$ cat config.mk
export PLATFORM = sky130hd
export DESIGN_NAME = player_motion_ctrl_flat
export DESIGN_NICKNAME = d
export VERILOG_FILES = /design/src/rtl/game_defs_pkg.sv /design/src/rtl/player_motion_ctrl_if.sv /design/src/rtl/player_jump_latch.sv /design/src/rtl/player_motion_ctrl.sv /design/src/flat_wrapper.sv
export SDC_FILE = /design/constraint.sdc
export NUM_CORES = 1
export LEC_CHECK = 0
export CAP_MARGIN = 20
export CORE_AREA = 4 4 81 83
export CTS_BUF_LIST = sky130_fd_sc_hd__clkbuf_8
export DETAILED_ROUTE_END_ITERATION = 10
export DIE_AREA = 0 0 85 87
export MAX_ROUTING_LAYER = met4
export PLACE_DENSITY = 0.77
export SLEW_MARGIN = 20
export SYNTH_ARGS = -nofsm -noshare
export SYNTH_HDL_FRONTEND = slang
export SYNTH_SLANG_ARGS = --single-unit
$ cat constraint.sdc
create_clock -name clk -period 2.88 [get_ports clk]
set_input_delay 0.576 -clock clk [delete_from_list [all_inputs] [get_ports clk]]
set_output_delay 0.576 -clock clk [all_outputs]
set_load 0.005 [all_outputs]
$ cat src/rtl/game_defs_pkg.sv
// Shared display/character constants and motion state encoding for the game pipeline.
package game_defs_pkg;

    localparam int SCREEN_W     = 640;
    localparam int SCREEN_H     = 480;
    localparam int CHAR_W       = 32;
    localparam int CHAR_H       = 60;
    localparam int FLOOR_OFFSET = 40;
    localparam int FLOOR_Y      = SCREEN_H - CHAR_H - FLOOR_OFFSET;

    localparam logic [7:0] CHAR_COLOR = 8'b11111110;

    typedef enum logic [1:0] {
        ST_IDLE = 2'd0,
        ST_WALK = 2'd1,
        ST_JUMP = 2'd2,
        ST_FALL = 2'd3
    } motion_state_e;

endpackage

$ cat src/rtl/player_motion_ctrl_if.sv
// Button/tick inputs and character property outputs between input sync, motion control and renderer.
interface player_motion_ctrl_if;

    logic       frame_tick;
    logic       btn_left;
    logic       btn_right;
    logic       btn_jump;
    logic [9:0] char_x_pos_out;
    logic [9:0] char_y_pos_out;
    logic [9:0] char_width_out;
    logic [9:0] char_height_out;
    logic [7:0] char_color_out_332;
    logic [1:0] state_out;
    logic       frame_done;

    modport master (
        output frame_tick, btn_left, btn_right, btn_jump,
        input  char_x_pos_out, char_y_pos_out, char_width_out, char_height_out,
        input  char_color_out_332, state_out, frame_done
    );

    modport slave (
        input  frame_tick, btn_left, btn_right, btn_jump,
        output char_x_pos_out, char_y_pos_out, char_width_out, char_height_out,
        output char_color_out_332, state_out, frame_done
    );

endinterface

$ cat src/rtl/player_jump_latch.sv
// Jump button edge detector with a pending flag that survives until the next frame tick.
module player_jump_latch (
    input  logic clk,
    input  logic rst,
    input  logic btn_jump,
    input  logic frame_tick,
    output logic jump_req
);

    logic btn_q, btn_d;
    logic pending_q, pending_d;
    logic rise;

    always_comb begin
        rise      = btn_jump & ~btn_q;
        btn_d     = btn_jump;
        // An edge arriving with the tick is consumed by that tick via jump_req.
        pending_d = frame_tick ? 1'b0 : (pending_q | rise);
        jump_req  = pending_q | rise;
    end

    always_ff @(posedge clk) begin
        if (rst) begin
            btn_q     <= 1'b0;
            pending_q <= 1'b0;
        end else begin
            btn_q     <= btn_d;
            pending_q <= pending_d;
        end
    end

endmodule

$ cat src/rtl/player_motion_ctrl.sv
// Per-frame character motion: walk, jump and gravity fall with registered position outputs.
// Optional air jump is built when PLAYER_DOUBLE_JUMP_EN is defined.
module player_motion_ctrl #(
    parameter int         SCREEN_W     = game_defs_pkg::SCREEN_W,
    parameter int         SCREEN_H     = game_defs_pkg::SCREEN_H,
    parameter int         CHAR_W       = game_defs_pkg::CHAR_W,
    parameter int         CHAR_H       = game_defs_pkg::CHAR_H,
    parameter int         FLOOR_OFFSET = game_defs_pkg::FLOOR_OFFSET,
    parameter int         X_SPEED      = 4,
    parameter int         JUMP_V       = 12,
    parameter int         GRAVITY      = 1,
    parameter int         MAX_FALL_V   = 15,
    parameter logic [7:0] CHAR_COLOR   = game_defs_pkg::CHAR_COLOR
) (
    input logic                 clk,
    input logic                 rst,
    player_motion_ctrl_if.slave bus
);

    import game_defs_pkg::*;

    localparam logic [9:0]         X_START   = 10'((SCREEN_W - CHAR_W) / 2);
    localparam logic [9:0]         Y_FLOOR   = 10'(SCREEN_H - CHAR_H - FLOOR_OFFSET);
    localparam logic signed [10:0] X_MAX_S   = 11'(SCREEN_W - CHAR_W);
    localparam logic signed [10:0] DX_STEP   = 11'(X_SPEED);
    localparam logic signed [11:0] Y_FLOOR_S = 12'(SCREEN_H - CHAR_H - FLOOR_OFFSET);
    localparam logic signed [11:0] JUMP_V_S  = 12'(JUMP_V);
    localparam logic signed [5:0]  VY_LAUNCH = 6'(GRAVITY - JUMP_V);
    localparam logic signed [6:0]  GRAV_S    = 7'(GRAVITY);
    localparam logic signed [6:0]  VMAX_S    = 7'(MAX_FALL_V);

    logic [9:0]        x_q, x_d;
    logic [9:0]        y_q, y_d;
    logic signed [5:0] vy_q, vy_d;
    motion_state_e     state_q, state_d;
    logic              tick_q, tick_d;
    logic              jump_take_q, jump_take_d;
    logic [1:0]        dir_q, dir_d;
    logic              frame_done_q, frame_done_d;
`ifdef PLAYER_DOUBLE_JUMP_EN
    logic              air_used_q, air_used_d;
`endif

    logic               jump_req;
    logic               walk_req;
    logic               grounded;
    logic               air_launch;
    logic signed [10:0] dx;
    logic signed [10:0] x_n;
    logic signed [11:0] y_n;
    logic signed [11:0] y_launch;
    logic signed [6:0]  vy_inc;

    player_jump_latch u_jump_latch (
        .clk        (clk),
        .rst        (rst),
        .btn_jump   (bus.btn_jump),
        .frame_tick (bus.frame_tick),
        .jump_req   (jump_req)
    );

    // Inputs are snapshotted on the tick edge and applied one edge later.
    always_comb begin
        tick_d       = bus.frame_tick;
        jump_take_d  = bus.frame_tick & jump_req;
        dir_d        = {bus.btn_left, bus.btn_right};
        x_d          = x_q;
        y_d          = y_q;
        vy_d         = vy_q;
        state_d      = state_q;
        frame_done_d = 1'b0;
`ifdef PLAYER_DOUBLE_JUMP_EN
        air_used_d   = air_used_q;
        air_launch   = jump_take_q & ~air_used_q;
`else
        air_launch   = 1'b0;
`endif

        walk_req = dir_q[0] ^ dir_q[1];
        grounded = (state_q == ST_IDLE) || (state_q == ST_WALK);
        if (dir_q == 2'b01)
            dx = DX_STEP;
        else if (dir_q == 2'b10)
            dx = -DX_STEP;
        else
            dx = '0;
        x_n      = $signed({1'b0, x_q}) + dx;
        y_n      = $signed({2'b00, y_q}) + $signed({{6{vy_q[5]}}, vy_q});
        y_launch = $signed({2'b00, y_q}) - JUMP_V_S;
        vy_inc   = $signed({vy_q[5], vy_q}) + GRAV_S;

        if (tick_q) begin
            frame_done_d = 1'b1;
            if (x_n[10])
                x_d = '0;
            else if (x_n > X_MAX_S)
                x_d = X_MAX_S[9:0];
            else
                x_d = x_n[9:0];

            if ((grounded && jump_take_q) || (!grounded && air_launch)) begin
                y_d     = y_launch[11] ? '0 : y_launch[9:0];
                vy_d    = VY_LAUNCH;
                state_d = ST_JUMP;
`ifdef PLAYER_DOUBLE_JUMP_EN
                if (!grounded)
                    air_used_d = 1'b1;
`endif
            end else begin
                case (state_q)
                    ST_IDLE, ST_WALK: begin
                        state_d = walk_req ? ST_WALK : ST_IDLE;
                    end
                    ST_JUMP: begin
                        if (y_n[11]) begin
                            y_d     = '0;
                            vy_d    = '0;
                            state_d = ST_FALL;
                        end else begin
                            y_d  = y_n[9:0];
                            vy_d = vy_inc[5:0];
                            if (!vy_inc[6])
                                state_d = ST_FALL;
                        end
                    end
                    ST_FALL: begin
                        if (y_n >= Y_FLOOR_S) begin
                            y_d     = Y_FLOOR;
                            vy_d    = '0;
                            state_d = walk_req ? ST_WALK : ST_IDLE;
`ifdef PLAYER_DOUBLE_JUMP_EN
                            air_used_d = 1'b0;
`endif
                        end else begin
                            y_d  = y_n[9:0];
                            vy_d = (vy_inc > VMAX_S) ? VMAX_S[5:0] : vy_inc[5:0];
                        end
                    end
                    default: state_d = ST_IDLE;
                endcase
            end
        end
    end

    always_ff @(posedge clk) begin
        if (rst) begin
            x_q          <= X_START;
            y_q          <= Y_FLOOR;
            vy_q         <= '0;
            state_q      <= ST_IDLE;
            tick_q       <= 1'b0;
            jump_take_q  <= 1'b0;
            dir_q        <= '0;
            frame_done_q <= 1'b0;
`ifdef PLAYER_DOUBLE_JUMP_EN
            air_used_q   <= 1'b0;
`endif
        end else begin
            x_q          <= x_d;
            y_q          <= y_d;
            vy_q         <= vy_d;
            state_q      <= state_d;
            tick_q       <= tick_d;
            jump_take_q  <= jump_take_d;
            dir_q        <= dir_d;
            frame_done_q <= frame_done_d;
`ifdef PLAYER_DOUBLE_JUMP_EN
            air_used_q   <= air_used_d;
`endif
        end
    end

    always_comb begin
        bus.char_x_pos_out     = x_q;
        bus.char_y_pos_out     = y_q;
        bus.char_width_out     = 10'(CHAR_W);
        bus.char_height_out    = 10'(CHAR_H);
        bus.char_color_out_332 = CHAR_COLOR;
        bus.state_out          = state_q;
        bus.frame_done         = frame_done_q;
    end

endmodule

$ cat src/flat_wrapper.sv
// flat-port wrapper written by rule: the top's interface ports become plain ports
module player_motion_ctrl_flat import game_defs_pkg::*;
#(
    parameter int         SCREEN_W     = game_defs_pkg::SCREEN_W,
    parameter int         SCREEN_H     = game_defs_pkg::SCREEN_H,
    parameter int         CHAR_W       = game_defs_pkg::CHAR_W,
    parameter int         CHAR_H       = game_defs_pkg::CHAR_H,
    parameter int         FLOOR_OFFSET = game_defs_pkg::FLOOR_OFFSET,
    parameter int         X_SPEED      = 4,
    parameter int         JUMP_V       = 12,
    parameter int         GRAVITY      = 1,
    parameter int         MAX_FALL_V   = 15,
    parameter logic [7:0] CHAR_COLOR   = game_defs_pkg::CHAR_COLOR
)
  (clk, rst, bus_frame_tick, bus_btn_left, bus_btn_right, bus_btn_jump, bus_char_x_pos_out, bus_char_y_pos_out, bus_char_width_out, bus_char_height_out, bus_char_color_out_332, bus_state_out, bus_frame_done);
  player_motion_ctrl_if bus_i ();
  input logic clk;
  input logic rst;
  input wire logic [$bits(bus_i.frame_tick)-1:0] bus_frame_tick;
  input wire logic [$bits(bus_i.btn_left)-1:0] bus_btn_left;
  input wire logic [$bits(bus_i.btn_right)-1:0] bus_btn_right;
  input wire logic [$bits(bus_i.btn_jump)-1:0] bus_btn_jump;
  output wire logic [$bits(bus_i.char_x_pos_out)-1:0] bus_char_x_pos_out;
  output wire logic [$bits(bus_i.char_y_pos_out)-1:0] bus_char_y_pos_out;
  output wire logic [$bits(bus_i.char_width_out)-1:0] bus_char_width_out;
  output wire logic [$bits(bus_i.char_height_out)-1:0] bus_char_height_out;
  output wire logic [$bits(bus_i.char_color_out_332)-1:0] bus_char_color_out_332;
  output wire logic [$bits(bus_i.state_out)-1:0] bus_state_out;
  output wire logic [$bits(bus_i.frame_done)-1:0] bus_frame_done;
  assign bus_i.frame_tick = bus_frame_tick;
  assign bus_i.btn_left = bus_btn_left;
  assign bus_i.btn_right = bus_btn_right;
  assign bus_i.btn_jump = bus_btn_jump;
  assign bus_char_x_pos_out = bus_i.char_x_pos_out;
  assign bus_char_y_pos_out = bus_i.char_y_pos_out;
  assign bus_char_width_out = bus_i.char_width_out;
  assign bus_char_height_out = bus_i.char_height_out;
  assign bus_char_color_out_332 = bus_i.char_color_out_332;
  assign bus_state_out = bus_i.state_out;
  assign bus_frame_done = bus_i.frame_done;
  player_motion_ctrl #(.SCREEN_W(SCREEN_W), .SCREEN_H(SCREEN_H), .CHAR_W(CHAR_W), .CHAR_H(CHAR_H), .FLOOR_OFFSET(FLOOR_OFFSET), .X_SPEED(X_SPEED), .JUMP_V(JUMP_V), .GRAVITY(GRAVITY), .MAX_FALL_V(MAX_FALL_V), .CHAR_COLOR(CHAR_COLOR)) u_core (.clk(clk), .rst(rst), .bus(bus_i));
endmodule
Word level (Yosys, flattened, before mapping)
Cells that the tools add are included.
{"block": "word_totals", "regBits": 35, "input_bits": 6, "output_inout_bits": 51, "wordCells": 58}
{"block": "op_classes", "addsub": 4, "order_cmp": 3, "eq_ne": 7, "muxes": 21, "n_bitwise": 5, "n_reduce_logical": 8}
{"op": "2-to-1 mux 10 bit", "n": 6}
{"op": "2-to-1 mux 6 bit", "n": 4}
{"op": "2-to-1 mux 11 bit", "n": 2}
{"op": "case mux 10 bit (2 select lines)", "n": 1}
{"op": "adder 11 x 6 -> 12 bit", "n": 1}
{"op": "greater-or-equal comparator 12 x 10 -> 1 bit, second input constant", "n": 1}
{"op": "case mux 6 bit (2 select lines)", "n": 1}
{"op": "adder 11 bit", "n": 1}
{"op": "greater-than comparator 11 bit, second input constant", "n": 1}
{"op": "subtractor 10 x 4 -> 11 bit, second input constant", "n": 1}
{"op": "2-to-1 mux 2 bit", "n": 4}
{"op": "adder 6 x 2 -> 7 bit, second input constant", "n": 1}
{"op": "greater-than comparator 7 x 5 -> 1 bit, second input constant", "n": 1}
{"op": "== test 2 bit, second input constant", "n": 3}
{"op": "case mux 2 bit (3 select lines)", "n": 1}
{"op": "== test 2 x 1 -> 1 bit, second input constant", "n": 2}
{"op": "inequality test 4 x 3 -> 1 bit, second input constant", "n": 1}
{"op": "OR reduction 2 bit", "n": 2}
{"op": "inequality test 3 x 1 -> 1 bit, second input constant", "n": 1}
{"op": "AND reduction 3 bit", "n": 1}
{"op": "nonzero test 3 bit", "n": 1}
{"op": "bitwise AND 1 bit", "n": 2}
{"op": "logical NOT 2 bit", "n": 1}
{"op": "2-to-1 mux 1 bit", "n": 2}
{"op": "other kinds (6)", "n": 6}

Longest topological paths before layout
Gate-level depths: netlist of run 1.
{"block": "logic_depth", "ltp_word": 7, "depth_mapped": 14, "ltp_nobuf": 14}

Modules after synthesis
A second synthesis of run 1 with hierarchy kept.
{"block": "unflattened", "hier_cells": 359, "hier_area_um2": 2841.5}
{"mod": "player_motion_ctrl", "n_inst": 1, "cells_per_inst": 352, "area_each_um2": 2763.9}
{"mod": "player_jump_latch", "n_inst": 1, "cells_per_inst": 7, "area_each_um2": 77.6}

Worst setup path after synthesis of run 1
Ideal clock, no wire load.
{"block": "synth_path", "path_type": "reg2reg", "startpoint": "register u_core.dir_q[0]", "endpoint": "register u_core.x_q[2] (netlist: u_core.bus.char_x_pos_out[2])", "arrival_time_ns": 2.904, "t_required_ns": 2.815, "setup_slack_ns": -0.089, "path_stages_with_launch": 15, "period_less_slack_ns": 2.969, "path_cell_list": "dfxtp_1 inv_1 ha_1 inv_1 ha_1 fa_1 a21o_1 a21oi_1 o21bai_1 a2111oi_0 nor2_1 xor2_1 a211oi_1 a22oi_1 nor2_1"}
{"block": "synth_via", "elab_chain_cells": 7, "elab_cells_between_ends": 8}
{"element": "start, declared", "line": "player_motion_ctrl.sv:38", "source": "logic [1:0] dir_q, dir_d;"}
{"element": "start signal, assigned", "line": "player_motion_ctrl.sv:165", "source": "dir_q <= dir_d;"}
{"element": "== test 2 bit", "line": "player_motion_ctrl.sv:83", "source": "else if (dir_q == 2'b10)"}
{"element": "2-to-1 mux 11 bit", "line": "player_motion_ctrl.sv:83"}
{"element": "2-to-1 mux 11 bit (*)", "line": "player_motion_ctrl.sv:81", "source": "if (dir_q == 2'b01)"}
{"element": "adder 11 bit (*)", "line": "player_motion_ctrl.sv:87", "source": "x_n = $signed({1'b0, x_q}) + dx;"}
{"element": "greater-than comparator 11 bit", "line": "player_motion_ctrl.sv:96", "source": "else if (x_n > X_MAX_S)"}
{"element": "2-to-1 mux 10 bit", "line": "player_motion_ctrl.sv:96"}
{"element": "2-to-1 mux 10 bit (*)", "line": "player_motion_ctrl.sv:94", "source": "if (x_n[10])"}
{"element": "end signal, assigned", "line": "player_motion_ctrl.sv:147", "source": "x_q <= X_START;"}
{"element": "end signal, assigned", "line": "player_motion_ctrl.sv:159", "source": "x_q <= x_d;"}
{"element": "end, declared", "line": "player_motion_ctrl.sv:32", "source": "logic [9:0] x_q, x_d;"}
Every way passes the cells marked *; elsewhere a longest branch is shown, timed or not.
A chain may end at the register's enable or synchronous reset.

Worst setup path in the final report of run 1
{"block": "layout_path", "startpoint": "register u_core.vy_q[0]", "endpoint": "register u_core.vy_q[0]"}
{"block": "layout_via", "elab_chain_cells": 6, "elab_cells_between_ends": 9}
{"element": "start, declared", "line": "player_motion_ctrl.sv:34", "source": "logic signed [5:0] vy_q, vy_d;"}
{"element": "start signal, assigned", "line": "player_motion_ctrl.sv:161", "source": "vy_q <= vy_d;"}
{"element": "branches (longest 4 deep; another with adder 11 x 6 -> 12 bit)"}
{"element": "case mux 6 bit (2 select lines) (*)", "line": "player_motion_ctrl.sv:110", "source": "case (state_q)"}
{"element": "2-to-1 mux 6 bit (*)", "line": "player_motion_ctrl.sv:101", "source": "if ((grounded && jump_take_q) || (!grounded && air_launch)) begin"}
Every way passes the cells marked *.

==> flow_summary.ini, run 1 <==
[run_status]
status = finished, violations left
violations = negative setup slack

[logic_synthesis]
ys_top_cells_by_area = dfxtp_1 (24%), ha_1 (11%), buf_4 (8.3%), a21oi_1 (5.3%), nor2_1 (4.1%)
synth-seq-area-share_pct = 24.28
avgSynthCellArea_sq_um = 7.911
async_flop_share_pct = 0
netlist_instances = 344
yosys-top-cells-count = dfxtp_1 (33), buf_4 (30), nor2_1 (30)
yosys_most_used_dff = dfxtp_1
ys_warn_count = 0
yosysMostFrequentCell = dfxtp_1
yosysTopAreaCell = dfxtp_1
ys_types = 56
ys_ff_latch = 33
synth_area_sq_mm = 0.002721
synth_edf_count = 0
netlist.area_leader.share_pct = 24.28

[clock_network]
clk_latency_ps = 290
cts_root_buf = clkbuf_8
cts_tree = built
cts_sinks = 33
clk_pin_slew_ps = 70
hold_buffers = 0
clockBufferDepth = 2
htree_num_levels = 2
numCtsBuffers = 5

[critical_path]
worstPathRequired_ps = 3090
startpoint_type = flip-flop
endpoint_kind = flip-flop
path_class = reg -> reg
r2r_slack_ps = -100
cp.arrival_ps = 3180
cp_max_fo = 3

[sta]
whs_ps = 485.9
fin_crit_sh_pct = 103.4
period_minus_slack_ps = 2978
skew_ps = 5.787
tightest_slew_ps = 554.4
finalMaxSlewViolations = 0
timing.fmax_ghz = 0.3358
slew_headroom_pct = 62.92
rsz0062_at_grt = true
postLayoutSetupSlackWorst_ps = -98.00
setup_viol = 11
hold_viol_final = 0

[job]
drv_cap = 0

[floorplanning]
die_w_microns = 85
rows = 28
coreArea_sq_mm = 0.005851
initial_core_util_pct = 46.51
pin_count = 57
die_y_microns = 87
die_area_sq_mm = 0.007395

[grt]
grt_pass1_vias = 2704
grt_pass1_wl_microns = 12520
antenna_found_initial = 0
grt-ovfl-total = 0
grt_max_degree = 15
grt_usage_pct = 21.29

[detailed_routing]
vias_per_cell = 5.718
vias = 2819
drc = 0
routed_wl_microns = 7858
drtIter0Drc = 233
drtPass1Iterations = 7
ant_nets = 0
route.detailed.wl_per_inst_microns = 15.94

[pwr]
leakage_nw = 1.503
vdd_ir_drop_max_v = 0.0001998
total_power_mw = 1.248
power_density_mw_per_mm2 = 336.6

[worst_hold_path]
hold_class = reg -> reg

[final_layout]
area_growth_pct = 36.23
fin_nets = 448
layout-drive-gt1-share_pct = 27.27
finalInstanceArea_sq_mm = 0.003707
num_antenna_cells = 0
utilization_pct = 63.37

[placement]
portBuffers = 26
gp_congestion = 0.8981
place_area_sq_mm = 0.003231
hpwlAfterDp_microns = 5303
cell usage in the layout (no fill, tap or decap), drive strengths merged, types with 2 or more instances in the layout:
| cell type | count |
|---|---|
| a21boi | 4 |
| a21oi | 30 |
| nand4 | 4 |
| o2111ai | 2 |
| a41oi | 2 |
| xnor2 | 9 |
| a2111oi | 2 |
| ha | 23 |
| or3 | 5 |
| fa | 2 |
| and3 | 2 |
| clkinv | 2 |
| nor2b | 11 |
| a31oi | 6 |
| nand2b | 2 |
| conb | 30 |
| a221oi | 3 |
| nor2 | 30 |
| nand3 | 11 |
| o21ai | 16 |
| or2 | 4 |
| buf | 50 |
| clkbuf | 5 |
| xor2 | 6 |
| a211oi | 8 |
| o31ai | 8 |
| dfxtp | 33 |
| clkdlybuf4s50 | 26 |
| o21bai | 2 |
| o21a | 3 |
| nand2 | 24 |
| o221ai | 3 |
| o211ai | 3 |
| a22oi | 4 |
| inv | 16 |
| a21o | 5 |
| nor3 | 6 |
area by class of cell:
cell class	instances	area (sq um)
repair buffers	76	658.1
clock inverters	3	17.52
clock buffers	5	68.82
fillers	494	2143
inverters	16	60.06
multi-input cells	285	2143
well taps	75	93.84
flip-flops and latches	33	665.6
state kept, by name (all words and copies together) (netlist names):
signal                         cells
u_core.bus.char_x_pos_out          8
u_core.bus.char_y_pos_out         10
u_core.bus.frame_done              1
u_core.bus.state_out               2
u_core.dir_q                       2
u_core.jump_take_q                 1
u_core.tick_q                      1
u_core.u_jump_latch.btn_q          1
u_core.u_jump_latch.pending_q      1
u_core.vy_q                        6
final timing paths:
| kind | depth (start not counted) | end | startpoint |
|---|---|---|---|
| worst max-delay path | 14 | u_core.vy_q[0] | u_core.vy_q[0] |
| worst min-delay path | 2 | u_core.jump_take_q | u_core.u_jump_latch.pending_q |
| worst max register to register | 14 | u_core.vy_q[0] | u_core.vy_q[0] |
| worst min register to register | 2 | u_core.jump_take_q | u_core.u_jump_latch.pending_q |
repair_timing:
item | 4_1_cts | 5_1_grt
pin swaps | 21 | 42
buffers inserted | 9 | 3
gates resized for setup | 31 | 31
setup endpoints to repair | 25 | 25
power breakdown:
group | switching (mW) | leakage, nW | internal, mW
sequential | 0.0190 | 0.271 | 0.474
clock | 0.188 | 0.0439 | 0.167
combinational | 0.198 | 1.19 | 0.202
cells by family after synthesis:
family	Yosys count	synth area share, %
flops	33	24.28
other cells	2	0.2760
xor+xnor	15	4.828
buf+inv	54	11.59
compound gates	112	28.64
simple gates	103	18.34
fa+ha+maj	25	12.05
per-stage QoR:
step | instances | worst slack (ps) | setup TNS [ps]
final | 493 | -98.00 | -550.1
after global routing | 493 | -196.4 | -3034
after CTS | 492 | -38.31 | -103.7
after detailed placement | 475 | -228.6 | -2977
after global placement | 475 | -167.1 | -1750
after floorplan | 372 | 13.36 | 0
metal layers:
metal	track usage [%]	wire length, microns	part of all wire, %
met1	24.89	3215	41
met4	8.345	208	2.6
met3	3.406	487	6.2
met5	-	0	0
met2	36.58	3946	50
worst max-delay path, cell delays in order, from the launching register on:
cell and delay (ps):
dfxtp_2 340, ha_4 170, inv_2 50, fa_2 220, nor2b_4 60, o31ai_4 290
a21boi_2 100, or3_4 350, a31o_4 270, buf_4 130, a221oi_2 300, a21o_1 220
buf_6 150, a211oi_2 60, a211oi_2 190
Power figures use the tool's default switching activity.
==> run 2: changes to the inputs <==
--- a/config.mk
+++ b/config.mk
@@ -6,12 +6,11 @@
 export NUM_CORES = 1
 export LEC_CHECK = 0
 export CAP_MARGIN = 20
-export CORE_AREA = 4 4 81 83
+export CORE_AREA = 4 4 101 103
 export CTS_BUF_LIST = sky130_fd_sc_hd__clkbuf_8
 export DETAILED_ROUTE_END_ITERATION = 10
-export DIE_AREA = 0 0 85 87
+export DIE_AREA = 0 0 105 107
 export MAX_ROUTING_LAYER = met4
-export PLACE_DENSITY = 0.77
 export SLEW_MARGIN = 20
 export SYNTH_ARGS = -nofsm -noshare
 export SYNTH_HDL_FRONTEND = slang
==> constraint.sdc (replaced) <==
create_clock -name clk -period 3.8 [get_ports clk]
set_input_delay 0.76 -clock clk [delete_from_list [all_inputs] [get_ports clk]]
set_output_delay 0.76 -clock clk [all_outputs]
set_load 0.005 [all_outputs]
==> run 2 against run 1 <==
The run now ends clean. Die area up 52%. Non-clock buffer count down 44. Sequential share of layout area up 3.3 points. Critical path type unchanged. Register-to-register slack better by 620 ps.
==> flow_summary.ini, run 2 (synthesized netlist as in run 1, its figures left out) <==
[run_status]
status = completed

[critical_path]
cp_max_fo = 7
path_cells = ha_1 > inv_1 > fa_1 > nor2b_4 > o31ai_4 > a21boi_1 > or3_1 > a31o_1 > a211oi_1 > o22ai_1 > a31oi_2 > o221ai_1
startpoint_type = flip-flop
worst_path_largest_cell_delay_ps = 430
path_class = reg -> reg
r2r_cells = 12
endpoint_kind = flip-flop
cp.arrival_ps = 3430
worstPathRequired_ps = 3960
slowest_stage = a31oi_2

[detailed_routing]
ant_nets = 0
routed_wl_microns = 7371
vias_per_cell = 5.143
vias = 2489
route.detailed.wl_per_inst_microns = 15.23
drtPass1Iterations = 4
drc = 0
drtIter0Drc = 185

[final_layout]
fin_cells = 484
num_antenna_cells = 0
final_cell_mix = dfxtp_1 (33), nor2_1 (30), conb_1 (30)
finalInstanceArea_sq_mm = 0.003110
utilization_pct = 33.82
fin_nets = 404
layout-drive-gt1-share_pct = 6.434
layout_commonest_cell = dfxtp_1
largest_register_ffs = 10
area_growth_pct = 14.30

[worst_hold_path]
min_delay_path_depth = 2
hold_class = reg -> reg

[sta]
timing.fmax_ghz = 0.3051
fin_crit_sh_pct = 86.27
rsz0062_at_grt = false
whs_ps = 491.1
period_minus_slack_ps = 3278
postLayoutSetupSlackWorst_ps = 521.9
final.setup.tns_ps = 0
skew_ps = 13.54
slew_headroom_pct = 51.66
tightest_slew_ps = 718.9
setup_viol = 0
hold_viol_final = 0
finalMaxSlewViolations = 0

[pwr]
power_density_mw_per_mm2 = 274.6
vdd_ir_drop_max_v = 0.0001133
seqPwrFrac_pct = 44.0
switchingPower_mw = 0.2644
p_int_mw = 0.5897
swShare_pct = 30.96
p_clk_share_pct = 32.7
total_power_mw = 0.8542
combPwrFrac_pct = 23.3
leakage_nw = 1.238

[grt]
antenna_found_initial = 0
grt-ovfl-total = 0
grt_max_degree = 22
grt_pass1_wl_microns = 11870
grt_usage_pct = 13.47
grt_pass1_vias = 2314

[floorplanning]
die_w_microns = 105
die_y_microns = 107
coreArea_sq_mm = 0.009196
die_area_sq_mm = 0.01124
rows = 35
initial_core_util_pct = 29.59
pin_count = 57

[clock_network]
cts_tree = built
cts_setup_buffers = 0
htree_num_levels = 2
cts_root_buf = clkbuf_8
numCtsBuffers = 5
hold_buffers = 0
clk_pin_slew_ps = 80
clk_latency_ps = 290
cts_sinks = 33
clockBufferDepth = 2

[placement]
hpwlAfterDp_microns = 5669
pre_cts_ws_ps = 413.5
gp_congestion = 0.8540
portBuffers = 26
place_area_sq_mm = 0.003015
placed_cells = 477

[job]
drv_cap = 0
run 2: path summary, 6_finish.rpt:
kind	slack (ps)	to	startpoint
worst max register to register	520	u_core.bus.char_y_pos_out[3]	u_core.vy_q[0]
worst min register to register	490	u_core.bus.char_x_pos_out[9]	u_core.bus.char_x_pos_out[9]
worst min-delay path	490	u_core.bus.char_x_pos_out[9]	u_core.bus.char_x_pos_out[9]
worst max-delay path	520	u_core.bus.char_y_pos_out[3]	u_core.vy_q[0]
run 2: metal layers:
metal | wire [microns] | track usage, %
met4 | 61 | 3.280
met2 | 3373 | 21.04
met3 | 392 | 2.890
met5 | 0 | -
met1 | 3543 | 17.83
run 2: power groups by stage:
stage	combinational (mW)	clock (mW)	sequential, mW
finish	0.199	0.279	0.376
global route	0.222	0.303	0.379
CTS	0.195	0.286	0.376
detailed placement	0.195	0	0.384
global placement	0.191	0	0.384
floorplan	0.164	0	0.378
run 2: worst max-delay path: cells and delay by family (launching register included):
family          cells  cell delay (ps)
compound gates      7             1840
flops               1              360
simple gates        2              400
fa+ha+maj           2              460
buf+inv             1               80
run 2: repair_timing:
action,in CTS,in global routing
setup endpoints to repair,0,3
endpoints found under the hold margin,0,0
resized for setup,0,1
run 2: final cells by class:
type                            count  area (sq um)
Multi-Input combinational cell    285          1856
Clock inverter                      1         7.507
Fill cell                         946          6086
Clock buffer                        6         82.58
Timing Repair Buffer               32         305.3
Inverter                           16         60.06
Sequential cell                    33         660.6
Tap cell                          111         138.9
==> run 3: changes to the inputs <==
--- a/config.mk
+++ b/config.mk
@@ -6,10 +6,10 @@
 export NUM_CORES = 1
 export LEC_CHECK = 0
 export CAP_MARGIN = 20
-export CORE_AREA = 4 4 101 103
+export CORE_AREA = 4 4 128 81
 export CTS_BUF_LIST = sky130_fd_sc_hd__clkbuf_8
 export DETAILED_ROUTE_END_ITERATION = 10
-export DIE_AREA = 0 0 105 107
+export DIE_AREA = 0 0 132 85
 export MAX_ROUTING_LAYER = met4
 export SLEW_MARGIN = 20
 export SYNTH_ARGS = -nofsm -noshare
==> run 3 against run 2 <==
Routed wire length rose by 2.1%. Highest routed layer unchanged. Worst setup slack got worse by 220 ps. Critical path type unchanged. Global-route usage rose by 0.068 points. Via count rose by 2.4%. Final area barely moved. Utilization rose by 0.38 points. Clock skew fell by 7.0 ps. Combinational power rose by 3%. First-iteration DRC count rose by 24%. Hold slack improved by 0.55 ps. Non-clock buffer count did not move. Register-to-register slack got worse by 220 ps. Largest power group unchanged.
==> flow_summary.ini, run 3 (synthesized netlist as in run 1, its figures left out) <==
[critical_path]
worstPathRequired_ps = 4040
cp-startpoint = u_core.dir_q[0]
worst_path_largest_cell_delay_ps = 520
crit_family = compound AO/OA/AOI/OAI gates
slowest_stage = a211oi_1
path_buf_inv = 2
cp_max_fo = 4
r2r-start = u_core.dir_q[0]
path_class = reg -> reg
path_cells = inv_1 > ha_1 > inv_1 > ha_1 > fa_1 > a21o_1 > a21oi_1 > o21bai_1 > a2111oi_0 > nor2_1 > xor2_1 > a211oi_1 > a22oi_1 > nor2_1
startpoint_type = flip-flop
cp.arrival_ps = 3730
endpoint_kind = flip-flop

[placement]
hpwlAfterDp_microns = 5855
place_area_sq_mm = 0.003022
placed_cells = 482
gp_congestion = 0.8651
pre_cts_ws_ps = 334.1
portBuffers = 26

[final_layout]
layout_commonest_cell = dfxtp_1
final_cell_mix = dfxtp_1 (33), nor2_1 (30), conb_1 (30)
largest_register_ffs = 10
fin_nets = 404
num_antenna_cells = 0
area_growth_pct = 14.21
utilization_pct = 34.20
layout-drive-gt1-share_pct = 6.417
finalInstanceArea_sq_mm = 0.003108
fin_cells = 490

[clock_network]
cts_resized = 0
cts_sinks = 33
clk_latency_ps = 300
clockBufferDepth = 2
cts_setup_buffers = 0
cts_tree = built
clk_pin_slew_ps = 80
htree_num_levels = 2
hold_buffers = 0
cts_root_buf = clkbuf_8
numCtsBuffers = 5

[detailed_routing]
drc = 0
routed_wl_microns = 7528
route.detailed.wl_per_inst_microns = 15.36
drtIter0Drc = 229
vias_per_cell = 5.200
vias = 2548
ant_nets = 0
drtPass1Iterations = 4

[grt]
grt_pass1_vias = 2259
grt_usage_pct = 13.53
antenna_found_initial = 0
grt_pass1_wl_microns = 11980
grt-ovfl-total = 0
grt_max_degree = 26

[worst_hold_path]
hp-start = u_core.bus.char_x_pos_out[9]
hold_class = reg -> reg

[sta]
skew_ps = 6.591
whs_ps = 491.7
slew_headroom_pct = 39.39
timing.fmax_ghz = 0.2860
tightest_slew_ps = 901.4
finalMaxSlewViolations = 0
hold_viol_final = 0
period_minus_slack_ps = 3497
final.setup.tns_ps = 0
rsz0062_at_grt = false
setup_viol = 0
postLayoutSetupSlackWorst_ps = 303.0
fin_crit_sh_pct = 92.03

[floorplanning]
pin_count = 57
initial_core_util_pct = 29.95
die_area_sq_mm = 0.01122
die_y_microns = 85
die_w_microns = 132
coreArea_sq_mm = 0.009087
rows = 27

[pwr]
leakage_nw = 1.235
power_density_mw_per_mm2 = 274.3
vdd_ir_drop_max_v = 0.0001109
combPwrFrac_pct = 24.1
p_clk_share_pct = 32.0
p_int_mw = 0.5733
swShare_pct = 32.74
total_power_mw = 0.8524
seqPwrFrac_pct = 43.9
switchingPower_mw = 0.2791

[job]
drv_cap = 0

[run_status]
status = completed
[run 3: routing by layer]
layer / track usage, % / up-vias / part of all wire [%]
met1: 20.89 / 1216 / 55
met3: 3.673 / 5 / 7.2
met4: 2.288 / 0 / 0.41
met5: - / - / 0
met2: 17.12 / 68 / 37
li1: - / 1259 / -
[run 3: worst min-delay path, stage by stage (launching register included)]
cell     delay [ps]
dfxtp_1         330
nand2_1          60
a21oi_1          50
[run 3: power by group through the flow]
stage          clock [mW]  sequential, mW  combinational, mW
6_report            0.273           0.374              0.205
3_5_place_dp            0           0.382              0.200
4_1_cts             0.280           0.374              0.202
2_1_floorplan           0           0.378              0.164
5_1_grt             0.297           0.376              0.227
3_3_place_gp            0           0.382              0.197
[run 3: worst paths after layout]
check                                               endpoint  slack [ps]  depth (start not counted)
worst max register to register  u_core.bus.char_x_pos_out[2]         300                         14
worst max-delay path            u_core.bus.char_x_pos_out[2]         300                         14
worst min register to register  u_core.bus.char_x_pos_out[9]         490                          2
worst min-delay path            u_core.bus.char_x_pos_out[9]         490                          2
[run 3: final cells by class]
class,count,area (sq um)
multi-input combinational,285,1851
timing repair buffer,32,305.3
inverter,16,60.06
fill,934,5979
clock inverter,3,17.52
tap,116,145.1
clock buffer,5,68.82
sequential,33,660.6
